**src/rtl/pwm_pkg.sv**
```systemverilog
// Shared constants and helpers for the PWM output block.
//   - Default geometry of the PWM generator (counter width, pin count,
//     prescale ratio) and the all-ones duty code meaning 100%.
//   - Register addresses used by the SPI register block that feeds
//     en_out / en_pwm / duty, kept here so both sides agree.
//   - Pin mode encoding and the per-pin drive function.
package pwm_pkg;

  localparam int PWM_W       = 8;
  localparam int PWM_N_OUT   = 16;
  localparam int PWM_CLK_DIV = 13;
  localparam logic [PWM_W-1:0] PWM_DUTY_MAX = {PWM_W{1'b1}};

  localparam logic [7:0] REG_EN_OUT_LO = 8'h00;
  localparam logic [7:0] REG_EN_OUT_HI = 8'h01;
  localparam logic [7:0] REG_EN_PWM_LO = 8'h02;
  localparam logic [7:0] REG_EN_PWM_HI = 8'h03;
  localparam logic [7:0] REG_DUTY      = 8'h04;

  typedef enum logic [1:0] {
    PIN_LOW  = 2'd0,
    PIN_HIGH = 2'd1,
    PIN_PWM  = 2'd2
  } pin_mode_t;

  // Decode the two enable bits of one pin into its drive mode.
  function automatic pin_mode_t pin_mode(input logic en, input logic pwm_sel);
    if (!en)
      return PIN_LOW;
    else if (pwm_sel)
      return PIN_PWM;
    else
      return PIN_HIGH;
  endfunction

  // Level driven on one pin given its enables and the shared PWM level.
  function automatic logic pin_level(input logic en, input logic pwm_sel,
                                     input logic lvl);
    case (pin_mode(en, pwm_sel))
      PIN_LOW:  return 1'b0;
      PIN_HIGH: return 1'b1;
      default:  return lvl;
    endcase
  endfunction

endpackage

```
**src/rtl/pwm_prescaler.sv**
```systemverilog
// Clock prescaler for the PWM counter.
//   clk   in  system clock
//   rst   in  asynchronous active-high reset
//   tick  out high for one clk cycle every CLK_DIV cycles (every cycle
//             when CLK_DIV is 1)
module pwm_prescaler #(
  parameter int CLK_DIV = 13
) (
  input  logic clk,
  input  logic rst,
  output logic tick
);

  localparam int PW = (CLK_DIV > 1) ? $clog2(CLK_DIV) : 1;
  localparam logic [PW-1:0] LAST = PW'(CLK_DIV - 1);

  logic [PW-1:0] pre;

  // With CLK_DIV=1 LAST is zero, so pre never leaves 0 and tick stays high.
  assign tick = (pre == LAST);

  always_ff @(posedge clk or posedge rst) begin
    if (rst)
      pre <= '0;
    else if (tick)
      pre <= '0;
    else
      pre <= pre + 1'b1;
  end

endmodule

```
**src/rtl/pwm_generator.sv**
```systemverilog
// Multi-pin PWM output stage driven by the SPI control registers.
// Each pin is forced low, held high, or follows one shared PWM waveform
// produced by a prescaled free-running counter compared against a
// shadowed duty value.
//   clk          in  system clock
//   rst          in  asynchronous active-high reset
//   en_out       in  per-pin enable; 0 forces the pin low
//   en_pwm       in  per-pin mode; 1 = PWM waveform, 0 = static high
//   duty         in  requested duty; high while cnt < duty, all-ones = 100%
//   out          out registered pin drive
//   period_start out one-cycle pulse after the counter wraps to 0
module pwm_generator
  import pwm_pkg::*;
#(
  parameter int W       = PWM_W,
  parameter int N_OUT   = PWM_N_OUT,
  parameter int CLK_DIV = PWM_CLK_DIV
) (
  input  logic             clk,
  input  logic             rst,
  input  logic [N_OUT-1:0] en_out,
  input  logic [N_OUT-1:0] en_pwm,
  input  logic [W-1:0]     duty,
  output logic [N_OUT-1:0] out,
  output logic             period_start
);

  localparam logic [W-1:0] CNT_MAX = {W{1'b1}};

  logic             tick;
  logic [W-1:0]     cnt;
  logic [W-1:0]     duty_sh;
  logic             primed;
  logic             wrap;
  logic             pwm_lvl;
  logic [N_OUT-1:0] out_nxt;

  pwm_prescaler #(
    .CLK_DIV (CLK_DIV)
  ) u_prescaler (
    .clk  (clk),
    .rst  (rst),
    .tick (tick)
  );

  assign wrap = tick & (cnt == CNT_MAX);

  // All-ones duty is treated as 100% so the pin never dips low at cnt==max.
  assign pwm_lvl = (duty_sh == CNT_MAX) | (cnt < duty_sh);

  always_ff @(posedge clk or posedge rst) begin
    if (rst) begin
      cnt     <= '0;
      duty_sh <= '0;
      primed  <= 1'b0;
    end else begin
      primed <= 1'b1;
      if (tick)
        cnt <= cnt + 1'b1;
      // Shadow is only refreshed at a period boundary (or once right after
      // reset) so a mid-period duty write cannot glitch the waveform.
      if (wrap || !primed)
        duty_sh <= duty;
    end
  end

  for (genvar gi = 0; gi < N_OUT; gi++) begin : g_pin
    assign out_nxt[gi] = pin_level(en_out[gi], en_pwm[gi], pwm_lvl);
  end

  always_ff @(posedge clk or posedge rst) begin
    if (rst) begin
      out          <= '0;
      period_start <= 1'b0;
    end else begin
      out          <= out_nxt;
      period_start <= wrap;
    end
  end

endmodule

```
**config.mk**
```make
export PLATFORM = sky130hd
export DESIGN_NAME = pwm_generator
export DESIGN_NICKNAME = d
export VERILOG_FILES = /design/src/rtl/pwm_pkg.sv /design/src/rtl/pwm_prescaler.sv /design/src/rtl/pwm_generator.sv
export SDC_FILE = /design/constraint.sdc
export NUM_CORES = 1
export LEC_CHECK = 0
export ABC_AREA = 1
export CAP_MARGIN = 20
export CORE_MARGIN = 2
export CORE_UTILIZATION = 29
export DETAILED_ROUTE_END_ITERATION = 16
export PLACE_DENSITY = 0.59
export RECOVER_POWER = 50
export SLEW_MARGIN = 25
export SYNTH_ARGS = -nofsm -noshare
export SYNTH_HDL_FRONTEND = slang
export SYNTH_HIERARCHICAL = 1
export SYNTH_SLANG_ARGS = --single-unit
```
**constraint.sdc**
```tcl
create_clock -name clk -period 2 [get_ports clk]
set_clock_uncertainty 0.2 [all_clocks]
set_input_delay 0.4 -clock clk [delete_from_list [all_inputs] [get_ports clk]]
set_output_delay 0.4 -clock clk [all_outputs]
set_load 0.05 [all_outputs]
```
# Yosys cells after proc, flatten, opt, wreduce, memory -nomap -nowiden
# Cells that the tools add are included.
# classes
addsub,2
order_cmp,1
n_eq_ne,19
n_mux,49
bitwise_logic,2
n_reduce_logical,18
# ops
op,count
2-bit two-way mux,32
2-bit by 1-bit equality test with 1-bit output (second input constant),16
2-bit logical NOT,16
1-bit case mux with 2 select lines,16
8-bit equality test (second input constant),2
8-bit by 1-bit adder with 8-bit output (second input constant),1
8-bit < comparator,1
4-bit by 1-bit adder with 4-bit output (second input constant),1
4-bit equality test (second input constant),1
4-bit two-way mux,1
1-bit bitwise AND,1
1-bit logical NOT,1
1-bit logical OR,1
1-bit OR,1
# totals
ff_bits,38
in_bits,42
output_inout_bits,17
elab_cells,97

# Depth between registers and ports, before layout
# Gate-level depths: netlist (run 1).
# logic_depth
ltp_word,4
depth_mapped,13
ltp_nobuf,12

# Cells and area by module
# Netlist (run 1), hierarchy kept.
# by_module_without_submodules
mod,instances,cells_each,area_each_um2,seq_area_each_um2
pwm_generator,1,216,1729.2,850.8
pwm_prescaler,1,23,195.2,100.1

# Worst setup path after synthesis (run 1)
# No wires, ideal clock.
# synth_path
kind,flip-flop to flip-flop
startpoint,register u_prescaler.pre[0]
endpoint,register duty_sh[2]
setup_ns,0.126
arrival_ns,1.480
t_required_ns,1.674
slack_ns,0.193
path_stages_with_launch,13
path_buffers,1
synth_period_minus_slack_ns,1.807
path_cell_list,dfrtp_1 inv_1 ha_1 nand2_1 inv_1 nand2_1 inv_1 nand3_2 nor2_2 nand2_2 nand2_4 buf_12 o21ai_0
# synth_between
elab_chain_cells,3
# synth_rtl
item,line,text
from (decl),pwm_prescaler.sv:17,logic [PW-1:0] pre;
from (signal assigned),pwm_prescaler.sv:28,pre <= pre + 1'b1;
4-bit equality test,pwm_prescaler.sv:20,assign tick = (pre == LAST);
named net tick,pwm_generator.sv:30,logic tick;
1-bit bitwise AND,pwm_generator.sv:46,assign wrap = tick & (cnt == CNT_MAX);
1-bit logical OR,pwm_generator.sv:62,if (wrap || !primed)
to (signal assigned),pwm_generator.sv:63,duty_sh <= duty;
to (decl),pwm_generator.sv:32,logic [W-1:0] duty_sh;
# The timed path passes the listed nets, and every way through them passes these cells.
# A chain may end at the register's enable or synchronous reset.

# Worst setup path after layout (run 1)
# layout_path
startpoint,register u_prescaler.pre[0]
endpoint,register duty_sh[7]
# The elaborated chain is that of the path after synthesis.

==> results.json, run 1 <==
{
  "fin_crit_ns": 1.83,
  "end_kind": "flop",
  "power_mw": 1.96,
  "grt_first_pass_wirelength_um": 6480,
  "overflow": 0,
  "worstSetupPathType": "reg -> reg",
  "path_delay_family": "simple AND/OR/NAND/NOR gates",
  "tns_ns": 0,
  "synth.ff_latch_count": 38,
  "crit_path_start_kind": "flop",
  "cp.required_ns": 1.96,
  "ys_seq_area_share_pct": 49.4,
  "whs_ns": 0.263,
  "synth_nets": 291,
  "fmax_ghz": 0.547,
  "port_buffers": 58,
  "fin_crit_sh_pct": 91.4,
  "path_cells": "inv_1 > ha_1 > nand2_1 > inv_1 > nand2_1 > inv_2 > nand3_2 > nor2_4 > nand2_4 > nand2_4 > o21ai_0",
  "outcome": "finished, final reports clean",
  "clk_latency_ns": 0.28,
  "wl_um": 3680,
  "vias": 1537,
  "grt_usage_pct": 11.1,
  "core.rowCount": 29,
  "drc": 0,
  "grt_pass1_vias": 1527,
  "cpPeakStageDelay_ns": 0.40,
  "initial_utilization_pct": 30.1,
  "antenna_found_initial": 0,
  "tightest_slew_ns": 0.826,
  "cts_made_buffers": 5,
  "clock_path_buffers": 2,
  "ios": 59,
  "cap_violations": 0,
  "drive_gt1_share_pct": 12.4,
  "die_x_um": 85.5,
  "arrival_ns": 1.79,
  "crit_fanout": 8,
  "cts_tree": "done",
  "setup_violations": 0,
  "dr.pass1.iters": 4,
  "cts-root-buf": "clkbuf_8",
  "cp_slowest_cell": "dfrtp_1",
  "slew_violations": 0,
  "maxSlewHeadroom_pct": 45.0,
  "n_antenna_cell": 0,
  "syn2layout_area_growth_pct": 40.6,
  "cts.clk_slew.worst_paths_ns": 0.08,
  "post-place-ws_ns": 0.0405,
  "die_area_um2": 7300,
  "wl_per_cell_um": 9.58,
  "core_um2": 6390,
  "layout.nets": 358,
  "antenna_left": 0,
  "first_iter_violations": 46,
  "syn_area_um2": 1920,
  "syn_area_per_cell_um2": 8.05,
  "worstHoldPathType": "in -> async",
  "multi_input_area_um2": 762,
  "p_leak_nw": 1.55,
  "p_per_area_nw_per_um2": 725,
  "synthCells": 239,
  "h-tree-depth": 2,
  "dp_hpwl_um": 2830,
  "clock_sinks": 38,
  "place_congestion": 0.748,
  "setup_ws_ns": 0.171,
  "rsz0062_at_grt": "no",
  "finalHoldViolCount": 0,
  "die_y_um": 85.5,
  "yosysWarnings": 6,
  "regArea_um2": 951,
  "grt_max_degree": 35,
  "peakVddDrop_uv": 310,
  "worstPathBufferInverterCount": 3,
  "n_fill_cell": 658,
  "synth_cell_type_count": 24,
  "viasPerCell": 4.00
}
-- worst register-to-register path, delay by kind of cell, from the launching register on --
kind	cells	cell delay [ns]
buffers and inverters	3	0.26
and+or+nand+nor	6	0.63
DFF	1	0.40
adders and majority gates	1	0.14
AOI/OAI and AO/OA	1	0.09
-- path summary, 6_finish.rpt --
kind	endpoint	slack [ns]	cells after the start	startpoint
setup / recovery	duty_sh[7]	0.17	11	u_prescaler/pre[0]
min in group clk	cnt[4]	0.31	1	cnt[4]
hold / removal	u_prescaler/pre[2]	0.26	2	rst
hold reg to reg	cnt[4]	0.31	1	cnt[4]
max in group asynchronous	cnt[0]	0.45	3	rst
setup reg to reg	duty_sh[7]	0.17	11	u_prescaler/pre[0]
-- synth_stat cells (all sizes together) --
cell type  count  area share, %
nand2         96             20
inv           56             11
dfrtp         38             49
ha            10            6.5
nor2           8            1.7
o21ai          8            2.5
nand3          4            1.6
xor2           4            1.8
a21oi          3           0.78
buf            2            1.6
nor3           2           0.52
nor4           2           0.65
xnor2          2           0.91
conb           1           0.19
mux2           1           0.59
nand4          1           0.33
o21a           1           0.39
-- state kept, by name, summed over array words and instances, names as in the netlist --
signal and flops:
out 16, cnt 8, duty_sh 8, u_prescaler/pre 4, period_start 1, primed 1
-- per-layer routing --
layer | track usage (%) | vias up | wire [um]
met5 | 0 | - | 0
met4 | 4.33 | 0 | 46
met3 | 4.09 | 5 | 269
met2 | 19.2 | 34 | 1780
met1 | 12.4 | 669 | 1580
li1 | - | 829 | -
-- cell usage in the layout, fill, tap and decap left out, types with 2 or more instances in the layout --
cell,count
nand2_1,91
inv_1,54
clkdlybuf4s50_1,40
dfrtp_1,38
buf_4,15
ha_1,10
nor2_1,7
o21ai_0,6
clkbuf_8,6
xor2_1,4
clkbuf_1,4
a21oi_1,3
nand2_2,3
xnor2_1,2
nand3_1,2
nand3_2,2
nor3_1,2
inv_2,2
nor4_1,2
nand2_4,2
o21ai_2,2
bufinv_16,2
-- kinds of logic after synthesis --
| kind of cell | Yosys count | synth area share, % |
|---|---|---|
| and+or+nand+nor | 113 | 24.4 |
| buffers and inverters | 58 | 12.5 |
| DFF | 38 | 49.4 |
| AOI/OAI and AO/OA | 12 | 3.64 |
| adders and majority gates | 10 | 6.50 |
| xor gates and xnor gates | 6 | 2.73 |
| other | 1 | 0.195 |
| muxes | 1 | 0.585 |
-- power breakdown --
group | internal (mW) | switching, mW
combinational | 0.139 | 0.203
clock | 0.532 | 0.263
sequential | 0.809 | 0.0143
total | 1.48 | 0.480
-- metrics by stage --
step / instance area, um2 / instances / utilization [%]
2_1_floorplan: 1920 / 239 / -
3_3_place_gp: 2550 / 373 / 39.9
3_5_place_dp: 2550 / 373 / 39.9
4_1_cts: 2690 / 381 / 42.1
5_1_grt: 2710 / 384 / 42.4
6_report: 2710 / 384 / 42.4
-- final cells by class --
| class | instances | area share [%] |
|---|---|---|
| Clock buffer | 6 | 3.05 |
| Tap cell | 77 | 3.56 |
| Sequential cell | 38 | 35.2 |
| Multi-Input combinational cell | 144 | 28.2 |
| Timing Repair Buffer | 61 | 20.1 |
| Clock inverter | 2 | 2.22 |
| Inverter | 56 | 7.77 |
-- timing repair --
| action | in CTS | in global routing |
|---|---|---|
| hold endpoints to repair | 0 | 0 |
| hold buffers | 0 | 0 |
| gates resized for setup | 0 | 4 |
| setup endpoints to repair | 0 | 10 |
| buffers inserted | 0 | 2 |
Power figures use the tool's default switching activity.
==> inputs of run 2 (changes only) <==
Settings changed: REMOVE_ABC_BUFFERS from default to 1.
==> results.json, run 2 (synthesis results as in run 1) <==
{
  "wl_per_cell_um": 9.58,
  "final_cell_mix": "91 x nand2_1, 54 x inv_1, 40 x clkdlybuf4s50_1",
  "n_antenna_cell": 0,
  "gr-usage-met3_pct": 4.96,
  "cts_hold_buf": 0,
  "top_regs": "out (16), cnt (8), duty_sh (8)",
  "tns_ns": 0,
  "cts_tree": "done",
  "cts-root-buf": "clkbuf_8",
  "antenna_found_initial": 0,
  "grt_first_pass_wirelength_um": 6220,
  "rr_worst_depth": 11,
  "worstHoldPathType": "in -> async",
  "p_int_mw": 1.22,
  "fmax_ghz": 0.546,
  "tightest_slew_ns": 0.822,
  "use_met2_pct": 19.0,
  "crit_fanout": 8,
  "vias": 1558,
  "drive_gt1_share_pct": 12.1,
  "outcome": "finished, final reports clean",
  "cp_slowest_cell": "dfrtp_1",
  "path_cells": "inv_1 > ha_1 > nand2_1 > inv_1 > nand2_1 > inv_2 > nand3_2 > nor2_4 > nand2_4 > nand2_4 > o21ai_0",
  "overflow": 0,
  "r2r_setup_slack_ns": 0.17,
  "clock_sinks": 38,
  "p_sw_share_pct": 28.3,
  "setup_violations": 0,
  "multi_input_area_um2": 762,
  "fin_util_pct": 41.6,
  "p_per_area_nw_per_um2": 643,
  "dp_hpwl_um": 2850,
  "fin_cells": 384,
  "ios": 59,
  "power_frac_comb_pct": 19.9,
  "h-tree-depth": 2,
  "met1_usage_pct": 11.6,
  "reg2reg_to": "duty_sh[3]",
  "finalHoldViolCount": 0,
  "grt_max_degree": 35,
  "final_common_cell": "nand2_1",
  "end_kind": "flop",
  "reg2reg_from": "u_prescaler/pre[0]",
  "cts_setup_buffers": 0,
  "fin_crit_sh_pct": 91.5,
  "dp_cells": 375,
  "rsz0062_at_grt": "no",
  "die_x_um": 85.5,
  "grt_pass1_vias": 1448,
  "crit_path_start_kind": "flop",
  "layout.nets": 358,
  "maxSlewHeadroom_pct": 45.2,
  "whs_ns": 0.256,
  "viasPerCell": 4.06,
  "clk_latency_ns": 0.29,
  "cts.clk_slew.worst_paths_ns": 0.07,
  "die_y_um": 85.5,
  "clockPowerShare_pct": 31.8,
  "arrival_ns": 1.80,
  "first_iter_violations": 56,
  "cap_violations": 0,
  "switchingPower_uw": 482,
  "fin_crit_ns": 1.83,
  "largest_register": "out",
  "peakVddDrop_uv": 277,
  "p_seq_share_pct": 48.3,
  "worstSetupPathType": "reg -> reg",
  "core_um2": 6390,
  "slew_violations": 0,
  "core.rowCount": 29,
  "cts_made_buffers": 5,
  "antenna_left": 0,
  "grt_usage_pct": 10.8,
  "drc": 0,
  "place_congestion": 0.713,
  "cpPeakStageDelay_ns": 0.41,
  "busiest_layer": "met2",
  "cp.required_ns": 1.97,
  "die_area_um2": 7300,
  "initial_utilization_pct": 30.1,
  "wl_um": 3680,
  "dr.pass1.iters": 4,
  "p_leak_nw": 1.52,
  "regArea_um2": 951,
  "port_buffers": 58,
  "largest_reg_flops": 16,
  "clock_path_buffers": 2,
  "n_fill_cell": 675,
  "syn2layout_area_growth_pct": 37.9
}
run 2: changes by cell type in the layout (fill, tap and decap cells not counted), sizes merged:
cell | previous run | this run
clkinv | 0 | 1
clkinvlp | 0 | 1
buf | 15 | 14
bufinv | 2 | 0
clkbuf | 11 | 12
run 2: power by group through the flow:
stage / clock network [mW] / logic [mW] / registers (mW)
after floorplan: 0 / 0.0978 / 0.931
after global placement: 0 / 0.348 / 0.837
after detailed placement: 0 / 0.352 / 0.838
after CTS: 0.560 / 0.352 / 0.823
after global routing: 0.593 / 0.376 / 0.828
final: 0.542 / 0.340 / 0.824
run 2: worst max-delay path, delay by kind of cell, from the launching register on:
kind,cells,cell delay (ns)
buffers and inverters,3,0.23
AND/OR/NAND/NOR,6,0.64
adder cells (fa/ha/maj),1,0.15
AO/OA/AOI/OAI,1,0.09
flip-flops,1,0.41
run 2: what timing repair did:
action                                  4_1_cts  5_1_grt
endpoints found under the setup margin        0        8
gates resized for setup                       0        4
endpoints found under the hold margin         0        0
run 2: worst max path at each step:
stage               slack [ns]         end          startpoint  cells after the start
floorplan                 0.25  duty_sh[2]  u_prescaler/pre[0]                     11
global placement          0.16  duty_sh[4]  u_prescaler/pre[0]                     11
detailed placement        0.09  duty_sh[2]  u_prescaler/pre[0]                     11
CTS                       0.05  duty_sh[2]  u_prescaler/pre[0]                     11
global route             0.004  duty_sh[2]  u_prescaler/pre[0]                     12
finish                    0.17  duty_sh[3]  u_prescaler/pre[0]                     11
run 2: per-stage QoR:
stage	instance area, um2	total power, mW	setup WS (ns)
detailed placement	2550	1.19	0.0933
global placement	2550	1.18	0.160
floorplan	1890	1.03	0.251
global route	2650	1.80	0.00386
CTS	2650	1.74	0.0467
finish	2650	1.71	0.169
run 2: per-layer routing:
layer	up-vias	part of all wire, %
met3	4	7.4
met4	0	0.76
met1	687	42
met2	35	50
met5	-	0
li1	832	-
run 2: cell type report:
cell class | count | area share (%)
clock buffer | 6 | 3.11
clock inverter | 2 | 0.471
sequential | 38 | 35.8
multi-input combinational | 144 | 28.7
tap | 77 | 3.63
timing repair buffer | 61 | 20.3
inverter | 56 | 7.92
==> inputs of run 3 (changes only) <==
Settings changed: RECOVER_POWER 50 to default.
==> results.json, run 3 (synthesis results as in run 1) <==
{
  "die_x_um": 85.5,
  "arrival_ns": 1.80,
  "n_antenna_cell": 0,
  "cts_made_buffers": 5,
  "endpoint": "duty_sh[3]",
  "largest_reg_flops": 16,
  "port_buffers": 58,
  "reg2reg_from": "u_prescaler/pre[0]",
  "h-tree-depth": 2,
  "peakVddDrop_uv": 277,
  "ctsResizeCount": 0,
  "layout.nets": 358,
  "power_mw": 1.71,
  "fin_cells": 384,
  "drive_gt1_share_pct": 13.7,
  "r2r_setup_slack_ns": 0.17,
  "reg2reg_to": "duty_sh[3]",
  "grt_max_degree": 35,
  "cts.clk_slew.worst_paths_ns": 0.07,
  "rsz0062_at_grt": "no",
  "cts_setup_buffers": 0,
  "slew_violations": 0,
  "outcome": "finished, final reports clean",
  "top_regs": "out (16), cnt (8), duty_sh (8)",
  "cts-root-buf": "clkbuf_8",
  "use_met2_pct": 19.0,
  "p_leak_nw": 1.54,
  "grt_first_pass_wirelength_um": 6220,
  "wl_um": 3670,
  "fin_crit_ns": 1.83,
  "whs_ns": 0.127,
  "tns_ns": 0,
  "dr.pass1.iters": 4,
  "dp_cells": 375,
  "finalHoldViolCount": 0,
  "rr_worst_depth": 11,
  "initial_utilization_pct": 30.1,
  "busiest_layer": "met2",
  "clock_sinks": 38,
  "die_area_um2": 7300,
  "gr-usage-met3_pct": 4.96,
  "met1_usage_pct": 11.6,
  "end_kind": "flop",
  "clk_latency_ns": 0.29,
  "ios": 59,
  "fin_util_pct": 41.9,
  "fin_crit_sh_pct": 91.6,
  "worstSetupPathType": "reg -> reg",
  "dp_hpwl_um": 2850,
  "cts_tree": "done",
  "clock_path_buffers": 2,
  "viasPerCell": 4.05,
  "grt_usage_pct": 10.8,
  "crit_path_start_kind": "flop",
  "antenna_left": 0,
  "overflow": 0,
  "setup_ws_ns": 0.168,
  "post-place-ws_ns": 0.0933,
  "crit_fanout": 8,
  "antenna_found_initial": 0,
  "drc": 0,
  "first_iter_violations": 56,
  "cap_violations": 0,
  "wl_per_cell_um": 9.56,
  "syn2layout_area_growth_pct": 39.0,
  "largest_register": "out",
  "place_congestion": 0.713,
  "p_per_area_nw_per_um2": 640,
  "final_cell_mix": "91 x nand2_1, 54 x inv_1, 41 x clkdlybuf4s50_1",
  "core_um2": 6390,
  "finalInstanceArea_um2": 2680,
  "cp.required_ns": 1.97,
  "n_fill_cell": 672,
  "cts_hold_buf": 0,
  "grt_pass1_vias": 1448,
  "fmax_ghz": 0.546,
  "vias": 1557,
  "worstHoldPathType": "in -> async",
  "core.rowCount": 29,
  "die_y_um": 85.5,
  "final_common_cell": "nand2_1",
  "placed_cell_area_um2": 2550,
  "setup_violations": 0,
  "worstSetupStartpoint": "u_prescaler/pre[0]"
}
run 3: how the worst min path moves through the flow:
stage          startpoint                  to  slack [ns]
3_5_place_dp       cnt[4]              cnt[4]        0.31
6_report              rst  u_prescaler/pre[1]        0.13
5_1_grt               rst  u_prescaler/pre[1]        0.15
4_1_cts               rst  u_prescaler/pre[0]        0.13
2_1_floorplan         rst  u_prescaler/pre[0]       -0.03
3_3_place_gp       cnt[4]              cnt[4]        0.30
run 3: worst max-delay path: stages (launching register included):
cell     delay (ns)
dfrtp_1        0.41
inv_1          0.09
ha_1           0.15
nand2_1        0.05
inv_1          0.04
nand2_1        0.09
inv_2          0.10
nand3_2        0.11
nor2_4         0.16
nand2_4        0.10
nand2_4        0.13
o21ai_0        0.09
run 3: per-layer routing:
| layer | share of wire [%] | vias to the layer above |
|---|---|---|
| li1 | - | 832 |
| met1 | 41 | 686 |
| met2 | 50 | 35 |
| met3 | 7.7 | 4 |
| met4 | 0.76 | 0 |
| met5 | 0 | - |
run 3: final cells by class:
| class | instances | area [um2] | area share [%] |
|---|---|---|---|
| Sequential cell | 38 | 951 | 35.5 |
| Multi-Input combinational cell | 144 | 762 | 28.5 |
| Timing Repair Buffer | 61 | 561 | 21.0 |
| Inverter | 56 | 210 | 7.86 |
| Tap cell | 77 | 96.3 | 3.60 |
| Clock buffer | 6 | 82.6 | 3.09 |
| Clock inverter | 2 | 12.5 | 0.468 |
run 3: report_power, final:
group | internal [mW] | switching (mW) | total, mW
combinational | 0.145 | 0.202 | 0.347
sequential | 0.809 | 0.0146 | 0.824
clock | 0.277 | 0.265 | 0.542
